**src/rtl/resp_pkg.sv**
```systemverilog
// resp_pkg: FSM states and defaults shared by resp_encode and its gap timer
package resp_pkg;
  typedef enum logic [2:0] {IDLE, HDR, POP, RDWAIT, GAP} state_t;
  localparam logic [7:0] HDR_BYTE_DEFAULT = 8'hAA;
  localparam int DEFAULT_GAP_CYCLES = 52090;
  function automatic int cnt_width(input int n);
    return n > 1 ? $clog2(n) : 1;
  endfunction
endpackage

```
**src/rtl/resp_encode_if.sv**
```systemverilog
// resp_encode_if: read-FIFO and uart_tx side signals of resp_encode
interface resp_encode_if;
  logic rfifo_empty;
  logic [7:0] rfifo_dout;
  logic rfifo_rd_en;
  logic tx_trig;
  logic [7:0] tx_data;
  logic busy;
  logic frame_done;
  modport master(input rfifo_empty, rfifo_dout, output rfifo_rd_en, tx_trig, tx_data, busy, frame_done);
  modport slave(output rfifo_empty, rfifo_dout, input rfifo_rd_en, tx_trig, tx_data, busy, frame_done);
endinterface

```
**src/rtl/tx_gap_timer.sv**
```systemverilog
// tx_gap_timer: counts 0..GAP_CYCLES-1 after load; done flags the terminal count, pre the count before it
module tx_gap_timer import resp_pkg::*; #(
  parameter int GAP_CYCLES = DEFAULT_GAP_CYCLES
) (
  input  logic clk,
  input  logic rst,
  input  logic load,
  output logic done,
  output logic pre
);
  localparam int W = cnt_width(GAP_CYCLES);
  localparam logic [W-1:0] LAST = W'(GAP_CYCLES - 1);
  logic [W-1:0] gap_cnt;
  always_ff @(posedge clk)
    if (rst) gap_cnt <= '0;
    else if (load) gap_cnt <= '0;
    else if (gap_cnt != LAST) gap_cnt <= gap_cnt + 1'b1;
  assign done = gap_cnt == LAST;
  assign pre = GAP_CYCLES > 1 && gap_cnt == W'(GAP_CYCLES - 2);
endmodule

```
**src/rtl/resp_encode.sv**
```systemverilog
// resp_encode: drains the read FIFO and paces bytes into uart_tx as response frames.
// Define RESP_HDR_EN to prefix every frame with HDR_BYTE.
module resp_encode import resp_pkg::*; #(
  parameter int RD_LEN = 1,
  parameter int GAP_CYCLES = DEFAULT_GAP_CYCLES,
  parameter logic [7:0] HDR_BYTE = HDR_BYTE_DEFAULT
) (
  input logic sclk,
  input logic rst,
  resp_encode_if.master io
);
`ifdef RESP_HDR_EN
  localparam bit HDR_EN = 1'b1;
`else
  localparam bit HDR_EN = 1'b0;
`endif
  state_t state, state_d;
  logic [7:0] byte_cnt, byte_d, data_d;
  logic hdr_sent, hdr_d, trig_d, fd_d, done, pre, last;
  tx_gap_timer #(.GAP_CYCLES(GAP_CYCLES)) u_timer (.clk(sclk), .rst(rst), .load(trig_d), .done(done), .pre(pre));
  assign last = byte_cnt == 8'(RD_LEN);
  always_comb begin
    state_d = state;
    byte_d = byte_cnt;
    hdr_d = hdr_sent;
    trig_d = 1'b0;
    data_d = io.tx_data;
    case (state)
      IDLE: state_d = io.rfifo_empty ? IDLE : (HDR_EN && byte_cnt == '0 && !hdr_sent) ? HDR : POP;
      HDR: begin
        state_d = GAP;
        trig_d = 1'b1;
        data_d = HDR_BYTE;
        hdr_d = 1'b1;
      end
      POP: state_d = RDWAIT;
      RDWAIT: begin
        state_d = GAP;
        trig_d = 1'b1;
        data_d = io.rfifo_dout;
        byte_d = byte_cnt + 1'b1;
      end
      GAP: if (done) begin
        state_d = (last || io.rfifo_empty) ? IDLE : POP;
        byte_d = last ? '0 : byte_cnt;
        hdr_d = last ? 1'b0 : hdr_sent;
      end
      default: state_d = IDLE;
    endcase
    // frame_done is raised so it lands on the terminal gap count of the frame's last byte
    fd_d = byte_d == 8'(RD_LEN) && (trig_d ? GAP_CYCLES == 1 : state == GAP && !done && pre);
  end
  always_ff @(posedge sclk)
    if (rst) begin
      state <= IDLE;
      byte_cnt <= '0;
      hdr_sent <= 1'b0;
      io.rfifo_rd_en <= 1'b0;
      io.tx_trig <= 1'b0;
      io.tx_data <= '0;
      io.busy <= 1'b0;
      io.frame_done <= 1'b0;
    end else begin
      state <= state_d;
      byte_cnt <= byte_d;
      hdr_sent <= hdr_d;
      io.rfifo_rd_en <= state_d == POP;
      io.tx_trig <= trig_d;
      io.tx_data <= data_d;
      io.busy <= state_d != IDLE;
      io.frame_done <= fd_d;
    end
endmodule

```
**src/flat_wrapper.sv**
```systemverilog
// flat-port wrapper written by rule: the top's interface ports become plain ports
module resp_encode_flat import resp_pkg::*;
#(
  parameter int RD_LEN = 1,
  parameter int GAP_CYCLES = DEFAULT_GAP_CYCLES,
  parameter logic [7:0] HDR_BYTE = HDR_BYTE_DEFAULT
)
  (sclk, rst, io_rfifo_empty, io_rfifo_dout, io_rfifo_rd_en, io_tx_trig, io_tx_data, io_busy, io_frame_done);
  resp_encode_if io_i ();
  input logic sclk;
  input logic rst;
  input wire logic [$bits(io_i.rfifo_empty)-1:0] io_rfifo_empty;
  input wire logic [$bits(io_i.rfifo_dout)-1:0] io_rfifo_dout;
  output wire logic [$bits(io_i.rfifo_rd_en)-1:0] io_rfifo_rd_en;
  output wire logic [$bits(io_i.tx_trig)-1:0] io_tx_trig;
  output wire logic [$bits(io_i.tx_data)-1:0] io_tx_data;
  output wire logic [$bits(io_i.busy)-1:0] io_busy;
  output wire logic [$bits(io_i.frame_done)-1:0] io_frame_done;
  assign io_i.rfifo_empty = io_rfifo_empty;
  assign io_i.rfifo_dout = io_rfifo_dout;
  assign io_rfifo_rd_en = io_i.rfifo_rd_en;
  assign io_tx_trig = io_i.tx_trig;
  assign io_tx_data = io_i.tx_data;
  assign io_busy = io_i.busy;
  assign io_frame_done = io_i.frame_done;
  resp_encode #(.RD_LEN(RD_LEN), .GAP_CYCLES(GAP_CYCLES), .HDR_BYTE(HDR_BYTE)) u_core (.sclk(sclk), .rst(rst), .io(io_i));
endmodule
```
**config.mk**
```make
export PLATFORM = sky130hd
export DESIGN_NAME = resp_encode_flat
export DESIGN_NICKNAME = d
export VERILOG_FILES = /design/src/rtl/resp_pkg.sv /design/src/rtl/resp_encode_if.sv /design/src/rtl/tx_gap_timer.sv /design/src/rtl/resp_encode.sv /design/src/flat_wrapper.sv
export SDC_FILE = /design/constraint.sdc
export NUM_CORES = 1
export LEC_CHECK = 0
export BUFFER_PORTS_ARGS = -buffer_cell sky130_fd_sc_hd__buf_2
export CAP_MARGIN = 5
export CORE_ASPECT_RATIO = 1.25
export CORE_MARGIN = 10
export CORE_UTILIZATION = 51
export CTS_CLUSTER_DIAMETER = 150
export CTS_CLUSTER_SIZE = 25
export DETAILED_ROUTE_END_ITERATION = 16
export PLACE_DENSITY = 0.75
export SLEW_MARGIN = 20
export SYNTH_ARGS = -nofsm -noshare
export SYNTH_HDL_FRONTEND = slang
export SYNTH_HIERARCHICAL = 1
export SYNTH_SLANG_ARGS = --single-unit
```
**constraint.sdc**
```tcl
create_clock -name sclk -period 2.1 [get_ports sclk]
set_input_delay 0.42 -clock sclk [delete_from_list [all_inputs] [get_ports sclk]]
set_output_delay 0.42 -clock sclk [all_outputs]
set_load 0.005 [all_outputs]
```
==> impl_metrics.py <==
metrics = {
    "detailed_routing": {
        "ant_nets": 0,
        "route.vias.total": 1531,
        "routed_via_density": 5.57,
        "first_iter_violations": 89,
        "routed_wl_um": 3790,
        "first_pass_iters": 4,
        "wl_per_cell_um": 13.8,
        "drc": 0,
    },
    "critical_path": {
        "cp.arrival_ns": 2.29,
        "startpoint_type": "register",
        "rrSetupSlack_ns": 0.02,
        "crit_path_end_kind": "register",
        "crit_fanout": 2,
        "worstSetupPathType": "reg -> reg",
        "required_ns": 2.31,
    },
    "timing": {
        "slew_violations": 0,
        "max_freq_ghz": 0.482,
        "setup_viol": 0,
        "period_needed_ns": 2.08,
        "rsz0062_at_grt": "yes",
        "slew_headroom_pct": 69.7,
        "fin_crit_sh_pct": 98.8,
        "tightest_slew_ns": 0.451,
        "hold_violations": 0,
        "final.setup.worst_slack_ns": 0.0243,
        "fin_skew_ns": 0.00600,
    },
    "global_route": {
        "grt.overflow.total": 0,
        "grt_max_degree": 23,
        "grt_pass1_vias": 1449,
        "grt_pass1_wl_um": 6420,
        "grt_antenna_before_repair": 0,
        "grt_use_total_pct": 12.4,
    },
    "yosys": {
        "mappedNetlistArea_mm2": 0.00181,
        "synth_top_area_share_pct": 43.1,
        "synthArstFlopShare_pct": 0,
        "synthCells": 202,
        "ys.warnings.count": 6,
        "yosysUniqueCellTypes": 46,
        "ys_seq_area_share_pct": 43.1,
        "yosysTopAreaCell": "dfxtp_1",
        "synthesis.nets": 218,
        "synth_edf_count": 0,
        "avgSynthCellArea_um2": 8.96,
        "ys_seq_elements": 39,
        "synth_area_leaders": "dfxtp_1 (43%), xor2_1 (4.8%), nor2_1 (4.8%)",
        "synth_flop_cell": "dfxtp_1",
    },
    "flow_run": {
        "drv_cap": 0,
    },
    "clocking": {
        "postCtsHoldBufs": 0,
        "htree_levels": 2,
        "cts.sinks": 39,
        "cts_root_buffer": "clkbuf_8",
        "cts_tree": "done",
        "max-clock-path-buffers": 2,
        "post_cts.repair.setup_buffers": 0,
        "cts_resized": 0,
        "cts_buffers": 5,
        "cts.clk_slew.worst_paths_ns": 0.08,
        "clock_latency_ns": 0.29,
    },
    "die": {
        "start_util_pct": 52.4,
        "core-area_mm2": 0.00345,
        "dieArea_mm2": 0.00635,
        "fp-row-count": 24,
        "die_w_um": 73.3,
        "io_pins": 23,
        "die_h_um": 86.6,
    },
    "place": {
        "placed_area_mm2": 0.00203,
        "io_buffers": 22,
        "dpl.hpwl_um": 2740,
        "place.gp.congestion": 0.801,
        "preCtsSetupSlack_ns": 0.0746,
    },
    "layout": {
        "drive_gt1_share_pct": 22.5,
        "n_fill_cell": 303,
        "antenna_cells": 0,
        "final_net_count": 251,
        "fin_area_mm2": 0.00216,
        "area_delta_synth_final_pct": 19.4,
    },
    "run_status": {
        "status": "finished, final reports clean",
    },
    "power": {
        "ir_drop_mv": 0.921,
        "p_leak_nw": 0.879,
        "power_density_mw_per_mm2": 702,
    },
    "hold_path": {
        "hold_path_class": "in -> reg",
    },
}
area by class of cell:
| class | instances | area [um2] | area share (%) |
|---|---|---|---|
| clock buffer | 5 | 68.8 | 3.18 |
| timing repair buffer | 34 | 200 | 9.26 |
| multi-input combinational | 142 | 971 | 44.9 |
| sequential | 39 | 781 | 36.1 |
| tap | 39 | 48.8 | 2.26 |
| inverter | 13 | 48.8 | 2.26 |
| clock inverter | 3 | 43.8 | 2.03 |
Yosys cell counts, types with 2 or more instances:
library cell and count:
nand4_1 6, nand3_1 11, nor2b_1 2, and2_1 3, o211ai_1 2, o21ai_0 5
nand4b_1 3, a21oi_1 13, and4_1 3, or3_1 3, nor4_1 2, xor2_1 10
nand3b_1 2, and3_1 3, clkbuf_1 5, dfxtp_1 39, xnor2_1 5, a311oi_1 5
or4_1 3, nand2_1 13, nor2_1 23, ha_1 5, inv_1 13
where the power goes:
part	switching [mW]	leakage [nW]	total, mW	internal, mW
Clock	0.263	0.0581	0.617	0.353
Sequential	0.0190	0.316	0.782	0.763
Combinational	0.0662	0.504	0.120	0.0537
cells by family (layout without fill, tap and decap cells):
family	Yosys count	after routing	synth area share (%)
muxes	2	2	1.17
xor gates and xnor gates	15	15	7.26
buffers and inverters	21	55	5.05
adders and majority gates	5	5	3.46
and+or+nand+nor	89	89	28.7
DFF	39	39	43.1
AOI/OAI and AO/OA	31	31	11.2
routing by layer:
metal | track usage [%] | vias up | part of all wire (%)
met5 | 0 | - | 0
met2 | 20.3 | 33 | 51
met1 | 13.7 | 706 | 41
met3 | 4.46 | 8 | 6.6
li1 | - | 784 | -
met4 | 6.45 | 0 | 1.7
through the flow:
step	utilization, %	std cells	total power [mW]	setup TNS (ns)	hold WS, ns
6_report	62.6	275	1.52	0	0.374
4_1_cts	62.1	275	1.54	0	0.360
5_1_grt	62.6	275	1.58	-0.0528	0.373
2_1_floorplan	-	202	0.870	0	0.448
3_3_place_gp	58.8	267	0.915	0	0.435
3_5_place_dp	58.8	267	0.918	0	0.440
layout by cell type (no fill, tap or decap), types with 6 or more instances in the layout:
cell type,count
dfxtp_1,39
xor2_1,10
buf_2,22
nor2_1,23
inv_1,13
nand3_1,11
a21oi_1,13
buf_4,12
nand4_1,6
nand2_1,13
worst max-delay path, cell delays in order (launching register included):
cell	delay [ns]
dfxtp_1	0.32
or4b_4	0.56
nor4_2	0.26
or4bb_1	0.44
nor3_2	0.11
o2111ai_1	0.14
a211oi_2	0.16
registers in the layout, indices dropped and copies added (netlist names):
name and count:
u_core/state 3, u_core/io.rfifo_rd_en 1, u_core/io.tx_trig 1, u_core/io.frame_done 1, u_core/u_timer/gap_cnt 16, u_core/io.tx_data 8, u_core/byte_cnt 8, u_core/io.busy 1
worst paths after layout:
check | end | cells past startpoint | startpoint
setup / recovery | u_core/io.frame_done | 6 | u_core/u_timer/gap_cnt[12]
hold / removal | u_core/io.tx_data[7] | 3 | io_rfifo_dout[7]
setup reg to reg | u_core/io.frame_done | 6 | u_core/u_timer/gap_cnt[12]
hold reg to reg | u_core/io.tx_data[0] | 2 | u_core/io.tx_data[0]
No activity file was read; power rests on OpenSTA's default activity.
